[src/rtl/count_sampler.sv]
// Periodic sampler for the event counter: requests a read every PERIOD cycles,
// converts the returned count into a per-interval delta and queues {seq, delta}.
module count_sampler #(
  parameter int CNT_W      = 32,
  parameter int PERIOD     = 16,
  parameter int TIMEOUT    = 8,
  parameter int FIFO_DEPTH = 4,
  parameter int ATOMIC     = 0
) (
  input  logic             clk,
  input  logic             reset,
  input  logic             enable_i,
  input  logic             clear_i,
  output logic             req_o,
  output logic             atomic_o,
  input  logic             ack_i,
  input  logic [CNT_W-1:0] count_i,
  output logic             smp_valid_o,
  input  logic             smp_ready_i,
  output logic [CNT_W-1:0] smp_delta_o,
  output logic [7:0]       smp_seq_o,
  output logic             overflow_o,
  output logic             timeout_o
);
  localparam int PW = $clog2(PERIOD);
  localparam int WW = $clog2(TIMEOUT + 1);
  localparam int AW = $clog2(FIFO_DEPTH);
  localparam logic [PW-1:0] PCNT_MAX = PW'(PERIOD - 1);
  localparam logic [WW-1:0] WCNT_MAX = WW'(TIMEOUT);

  typedef enum logic [1:0] {IDLE, REQ, PUSH} state_t;

  state_t             state_q, state_d;
  logic               en_q, en_d;
  logic [PW-1:0]      pcnt_q, pcnt_d;
  logic [WW-1:0]      wcnt_q, wcnt_d;
  logic               req_q, req_d;
  logic [CNT_W-1:0]   last_q, last_d;
  logic [7:0]         seq_q, seq_d;
  logic [AW:0]        wptr_q, wptr_d;
  logic [AW:0]        rptr_q, rptr_d;
  logic               overflow_q, overflow_d;
  logic               timeout_q, timeout_d;
  logic [CNT_W-1:0]   delta_q, delta_d;
  logic [CNT_W+7:0]   mem_q [FIFO_DEPTH];

  logic               tick, empty, full, push, pop;
  logic [CNT_W+7:0]   head;

  assign tick  = (pcnt_q == PCNT_MAX);
  assign empty = (wptr_q == rptr_q);
  // Full is judged on pre-edge pointers, so a same-cycle pop never rescues a push.
  assign full  = (wptr_q[AW] != rptr_q[AW]) && (wptr_q[AW-1:0] == rptr_q[AW-1:0]);
  assign push  = (state_q == PUSH) && !full;
  assign pop   = !empty && smp_ready_i;
  assign head  = mem_q[rptr_q[AW-1:0]];

  always_comb begin
    state_d    = state_q;
    en_d       = enable_i;
    pcnt_d     = (!en_q || tick) ? '0 : pcnt_q + PW'(1);
    wcnt_d     = wcnt_q;
    req_d      = req_q;
    last_d     = last_q;
    seq_d      = seq_q;
    wptr_d     = wptr_q;
    rptr_d     = rptr_q;
    delta_d    = delta_q;
    overflow_d = clear_i ? 1'b0 : overflow_q;
    timeout_d  = clear_i ? 1'b0 : timeout_q;
    case (state_q)
      IDLE: begin
        if (tick) begin
          state_d = REQ;
          req_d   = 1'b1;
          wcnt_d  = '0;
        end
      end
      REQ: begin
        if (ack_i) begin
          state_d = PUSH;
          req_d   = 1'b0;
          last_d  = count_i;
          delta_d = (ATOMIC != 0) ? count_i : count_i - last_q;
        end else if (wcnt_q == WCNT_MAX) begin
          state_d   = IDLE;
          req_d     = 1'b0;
          timeout_d = 1'b1;
        end else begin
          wcnt_d = wcnt_q + WW'(1);
        end
      end
      PUSH: begin
        state_d = IDLE;
        seq_d   = seq_q + 8'd1;
        if (full) overflow_d = 1'b1;
      end
      default: state_d = IDLE;
    endcase
    if (push) wptr_d = wptr_q + (AW+1)'(1);
    if (pop)  rptr_d = rptr_q + (AW+1)'(1);
  end

  always_ff @(posedge clk or posedge reset) begin
    if (reset) begin
      state_q    <= IDLE;
      en_q       <= 1'b0;
      pcnt_q     <= '0;
      wcnt_q     <= '0;
      req_q      <= 1'b0;
      last_q     <= '0;
      seq_q      <= '0;
      wptr_q     <= '0;
      rptr_q     <= '0;
      overflow_q <= 1'b0;
      timeout_q  <= 1'b0;
    end else begin
      state_q    <= state_d;
      en_q       <= en_d;
      pcnt_q     <= pcnt_d;
      wcnt_q     <= wcnt_d;
      req_q      <= req_d;
      last_q     <= last_d;
      seq_q      <= seq_d;
      wptr_q     <= wptr_d;
      rptr_q     <= rptr_d;
      overflow_q <= overflow_d;
      timeout_q  <= timeout_d;
    end
  end

  // Payload storage carries no reset; validity is tracked by the pointers.
  always_ff @(posedge clk) begin
    delta_q <= delta_d;
    if (push) mem_q[wptr_q[AW-1:0]] <= {seq_q, delta_q};
  end

  assign req_o       = req_q;
  assign atomic_o    = req_q & (ATOMIC != 0);
  assign smp_valid_o = !empty;
  assign smp_delta_o = empty ? '0 : head[CNT_W-1:0];
  assign smp_seq_o   = empty ? 8'd0 : head[CNT_W+7:CNT_W];
  assign overflow_o  = overflow_q;
  assign timeout_o   = timeout_q;
endmodule

[config.mk]
export PLATFORM = sky130hd
export DESIGN_NAME = count_sampler
export DESIGN_NICKNAME = d
export VERILOG_FILES = /design/src/rtl/count_sampler.sv
export SDC_FILE = /design/constraint.sdc
export NUM_CORES = 1
export LEC_CHECK = 0
export BUFFER_PORTS_ARGS = -buffer_cell sky130_fd_sc_hd__buf_2
export CAP_MARGIN = 10
export CORE_AREA = 2 2 171 173
export CTS_CLUSTER_DIAMETER = 120
export DETAILED_ROUTE_END_ITERATION = 6
export DIE_AREA = 0 0 173 175
export HOLD_SLACK_MARGIN = 0.15
export PLACE_DENSITY = 0.6
export SYNTH_ARGS = -nofsm -noshare
export SYNTH_HDL_FRONTEND = slang
export SYNTH_SLANG_ARGS = --single-unit
[constraint.sdc]
create_clock -name clk -period 6.15 [get_ports clk]
set_clock_uncertainty 0.2 [all_clocks]
set_input_delay 0.9225 -clock clk [delete_from_list [all_inputs] [get_ports clk]]
set_output_delay 0.9225 -clock clk [all_outputs]
set_load 0.01 [all_outputs]
# Yosys cells after proc, flatten, opt, wreduce, memory -nomap -nowiden
# Memories as Yosys holds them, arrays and structs flattened.
# Index checks and enable logic that the tools add are counted.
[word_totals]
output_inout_bits = 45
mem_bits_rw = 160
n_memories = 1
rom_bits = 0
in_bits = 38
latchBits = 0
register_bits = 92
[classes]
add_sub_neg = 6
n_div = 0
shifts = 0
n_eq_ne = 11
muxes = 24
mul = 0
n_lt_le_gt_ge = 0
bitwise = 0
n_reduce_logical = 13
[memory_table]
columns = ["memory", "words", "width", "read_ports", "rd_clocked_by_memory_dff", "wr", "line", "rtl"]
rows = [
  ["mem_q", 4, 40, 1, 0, 1, "45", "logic [CNT_W+7:0] mem_q [FIFO_DEPTH];"],
]
[ops]
columns = ["op", "count"]
rows = [
  ["32-bit two-way mux", 1],
  ["32-bit subtractor", 1],
  ["4-bit two-way mux", 4],
  ["1-bit two-way mux", 12],
  ["4-bit by 1-bit adder with 4-bit output, second input constant", 2],
  ["8-bit by 1-bit adder with 8-bit output, second input constant", 1],
  ["4-bit == test, second input constant", 2],
  ["8-bit two-way mux", 1],
  ["4-bit one-hot mux with 2 select lines", 1],
  ["3-bit by 1-bit adder with 3-bit output, second input constant", 2],
  ["2-bit two-way mux", 3],
  ["2-bit inequality test, second input constant", 3],
  ["2-bit one-hot mux with 2 select lines", 1],
  ["2-bit AND reduction", 2],
  ["4-bit AND reduction", 1],
  ["3-bit == test", 1],
  ["1-bit logical AND", 3],
  ["1-bit logical NOT", 3],
  ["3-bit inequality test, second input constant", 1],
  ["3-bit AND reduction", 1],
  ["2-bit by 1-bit == test with 1-bit output, second input constant", 1],
  ["2-bit == test", 1],
  ["2-bit == test, second input constant", 1],
  ["2-bit logical NOT", 1],
  ["4 further kinds", 4],
]

# Depth between registers and ports, before layout
[depth]
ltp_word = 6
depth_mapped = 11

# Worst setup path after synthesis
# OpenSTA, ideal clock, no wires.
[synth_timing]
path_kind = "input-to-reg"
from = "in count_i[0]"
to = "reg delta_q[24], data pin"
t_arrival_ns = 2.880
setup_slack_ns = 2.806
path_stages = 11
path_cell_list = "inv_1 -> ha_1 -> fa_1 -> nor2b_1 -> o2111ai_1 -> a211oi_1 -> nor4_1 -> o31a_1 -> nand2_1 -> o21ai_0 -> xnor2_1"
[synth_via]
elab_chain_len = 1
[synth_lines]
columns = ["element", "line", "rtl"]
rows = [
  ["start, declared", "17", "input logic [CNT_W-1:0] count_i,"],
  ["32-bit subtractor", "84", "delta_d = (ATOMIC != 0) ? count_i : count_i - last_q;"],
  ["end signal, assigned", "134", "delta_q <= delta_d;"],
  ["end, declared", "44", "logic [CNT_W-1:0] delta_q, delta_d;"],
]
# No other way between the ends.
# A chain may end at the register's enable or synchronous reset.

# Final worst setup path
[layout_timing]
from = "reg rptr_q[0]"
to = "out smp_delta_o[12]"
[layout_via]
elab_chain_len = 2
[layout_lines]
columns = ["element", "line", "rtl"]
rows = [
  ["start, declared", "41", "logic [AW:0] rptr_q, rptr_d;"],
  ["start signal, assigned", "126", "rptr_q <= rptr_d;"],
  ["memory 4 x 40 bit / 3-bit == test (equally long branches)", "n/a", ""],
  ["32-bit two-way mux *", "141", "assign smp_delta_o = empty ? '0 : head[CNT_W-1:0];"],
  ["end, declared", "20", "output logic [CNT_W-1:0] smp_delta_o,"],
]
# Mark *: on every way between the ends. The rest lies on a longest branch, timed or not.

==> flow_summary.toml <==
[drt]
vias_per_cell = 4.849
met2WireLength_um = 10120
drtIter0Drc = 426
wl_met1_um = 9234
wirelength_um = 20660
vias = 6183
wl_per_cell_um = 16.20
wl_met3_um = 832
route.detailed.drc = 0
top_layer = "met4"
first_pass_iters = 4
antenna_left = 0

[cells_and_area]
seqCellArea_mm2 = 0.007268
multi_input_area_mm2 = 0.003627
n_antenna_cell = 0
finish.instance_area_mm2 = 0.01302
fin_nets = 948
drive_above_1_share_pct = 21.44
area_delta_synth_final_pct = 16.54
nFillCells = 2584

[synth]
synth-async-reset-ratio_pct = 23.81
ys_seq_area_share_pct = 65.03
syn_area_per_cell_um2 = 14.42
syn_area_mm2 = 0.01117
synthTopCellsByCount = "edfxtp_1, dfrtp_1, nand2_1, o21ai_0, nor2b_1"
syn_nets = 854
yosys.area.top_type = "edfxtp_1"
synth_enable_flop_cells = 192
synth_area_leaders = "edfxtp_1, dfrtp_1, mux4_2, ha_1, nor2b_1"
synthCells = 775
synth.most_common_cell = "edfxtp_1"
synthDominantCellAreaShare_pct = 51.60
ys_warn_count = 0
ys_ff_latch = 252
synth.distinct_cells = 54
synth_ff_type = "edfxtp_1"

[placed_design]
port_buffers = 81
place_congestion = 0.8477
post-dp-hpwl_um = 13790
dpl_cell_area_mm2 = 0.01203

[critical_path]
end_kind = "output pin"
crit_slowest_cell = "dfrtp_2"
required_ns = 5.03
cp-start-kind = "register"
ff2ff_setup_slack_ns = 2.91
crit_family = "flip-flops"
cp_slowest_stage_delay_ns = 0.87
critPathBufInv = 2
worstPathArrival_ns = 2.83
crit_chain = "buf_4 -> mux4_2 -> nor2b_1 -> buf_2"
path_class = "reg -> out"
cp_max_fo = 22

[sta]
worstMarginPinSlew_ns = 0.8860
finalSetupTns_ns = 0
rsz0062_at_grt = "false"
setup_viol = 0
fmax_ghz = 0.2532
period_needed_ns = 3.949
final_hold_viol_count = 0
relSlewSlack_pct = 40.94
finalCritPeriodShare_pct = 64.22
final-max-slew-violation-count = 0

[global_route]
grt_pass1_vias = 6411
grt_use_total_pct = 14.03
grt_start_max_net_pins = 92
grt_overflow = 0
grt_antenna_before_repair = 0
grt_pass1_wl_um = 33880

[clocking]
clk_pin_slew_ns = 0.06
clk_path_buf_depth = 3
root_buffer = "clkbuf_16"
insertion_delay_ns = 0.53
htreeDepth = 1
cts_tree = "built"
cts_made_buffers = 28
cts.sinks = 252

[die]
dieArea_mm2 = 0.03028
die_x_um = 173
core-area_mm2 = 0.02839
row_count = 62
io_pins = 83
die_h_um = 175
start_util_pct = 39.36

[worst_hold_path]
hp-class = "reg -> reg"

[power]
p_sw_share_pct = 25.62
p_sw_mw = 1.161
power.internal_mw = 3.370
p_per_area_mw_per_mm2 = 348.0
power_frac_seq_pct = 41.5
clkPwrFrac_pct = 38.1
ir_worst_vdd_v = 0.0002115
p_leak_nw = 5.175
pwr-share-comb_pct = 20.4

[outcome]
status = "finished, final reports clean"

[flow_run]
max_cap_violations = 0
-- power by group through the flow --
stage	Combinational [mW]	Sequential [mW]	Clock, mW
2_1_floorplan	0.667	1.87	0
3_3_place_gp	0.957	1.92	0
3_5_place_dp	0.955	1.92	0
4_1_cts	0.958	1.88	1.78
5_1_grt	1.01	1.89	1.85
6_report	0.925	1.88	1.73
-- flip-flops by register name, indices dropped and copies added (netlist names) --
| signal | flops |
|---|---|
| mem_q | 160 |
| wptr_q | 3 |
| last_q | 32 |
| seq_q | 8 |
| wcnt_q | 4 |
| rptr_q | 3 |
| delta_q | 32 |
| state_q | 2 |
| en_q | 1 |
| pcnt_q | 4 |
| req_o | 1 |
| overflow_o | 1 |
| timeout_o | 1 |
-- logic make-up (layout without fill, tap and decap cells) --
| logic type | after synthesis | in the layout | synth area share [%] |
|---|---|---|---|
| other | 1 | 1 | 0.03356 |
| AOI/OAI and AO/OA | 141 | 141 | 7.894 |
| muxes | 42 | 42 | 8.252 |
| buffers and inverters | 75 | 191 | 2.598 |
| and+or+nand+nor | 178 | 178 | 8.006 |
| DFF | 252 | 252 | 65.03 |
| adders and majority gates | 41 | 41 | 4.658 |
| xor gates and xnor gates | 45 | 45 | 3.527 |
-- cell usage in the layout (no fill, tap or decap), types with 10 or more instances in the layout --
master | synthesis | layout
nor2_1 | 24 | 24
buf_2 | 4 | 81
edfxtp_1 | 192 | 192
ha_1 | 40 | 40
nand2_1 | 59 | 59
dfrtp_1 | 60 | 59
inv_1 | 46 | 45
nor2b_1 | 47 | 47
mux4_2 | 40 | 40
a21oi_1 | 34 | 34
a21o_1 | 19 | 19
xnor2_1 | 32 | 32
o21ai_0 | 55 | 55
buf_4 | 1 | 10
xor2_1 | 13 | 13
clkbuf_16 | 0 | 29
-- worst reg2reg max path, cell delays in order, from the launching register on --
cell and delay, ns:
dfrtp_2 0.87, xor2_1 0.29, nor2_1 0.09, a21oi_1 0.42, and2_2 0.60, buf_4 0.43
-- cell type report --
cell class | count | share of cell area, %
Clock inverter | 20 | 1.864
Inverter | 47 | 1.355
Timing Repair Buffer | 92 | 3.766
Multi-Input combinational cell | 448 | 27.85
Tap cell | 384 | 3.689
Clock buffer | 32 | 5.659
Sequential cell | 252 | 55.81
-- timing repair --
action,CTS,global route
resized for setup,0,0
hold endpoints to repair,10,0
hold buffers,1,0
buffers inserted,0,0
-- through the flow --
| stage | util [%] | hold slack, ns | setup WS, ns | power, mW | instances |
|---|---|---|---|---|---|
| after global routing | 45.87 | 0.2965 | 1.945 | 4.747 | 1275 |
| after global placement | 42.38 | 0.2738 | 2.360 | 2.875 | 1222 |
| final | 45.87 | 0.2822 | 2.201 | 4.531 | 1275 |
| after CTS | 45.87 | 0.2893 | 2.055 | 4.621 | 1275 |
| after floorplan | - | 0.2486 | 2.806 | 2.538 | 775 |
| after detailed placement | 42.38 | 0.2716 | 2.332 | 2.874 | 1222 |
-- layer usage --
metal | vias to the layer above | global-route usage, %
li1 | 3050 | -
met1 | 2974 | 18.35
met2 | 119 | 23.95
met3 | 40 | 2.306
met4 | 0 | 4.590
met5 | - | 0
-- worst paths after layout --
| check | end | start | cells after the start |
|---|---|---|---|
| min in group asynchronous | last_q[5]$_DFFE_PP0P_ | reset | 3 |
| min | timeout_o$_DFF_PP0_ | timeout_o$_DFF_PP0_ | 2 |
| min reg2reg | timeout_o$_DFF_PP0_ | timeout_o$_DFF_PP0_ | 2 |
| max reg2reg | mem_q[0][12]$_DFFE_PP_ | rptr_q[0]$_DFFE_PP0P_ | 5 |
| max in group asynchronous | rptr_q[0]$_DFFE_PP0P_ | reset | 4 |
| max | smp_delta_o[12] | rptr_q[0]$_DFFE_PP0P_ | 4 |
Note: power is estimated with default switching activity, not from simulation.
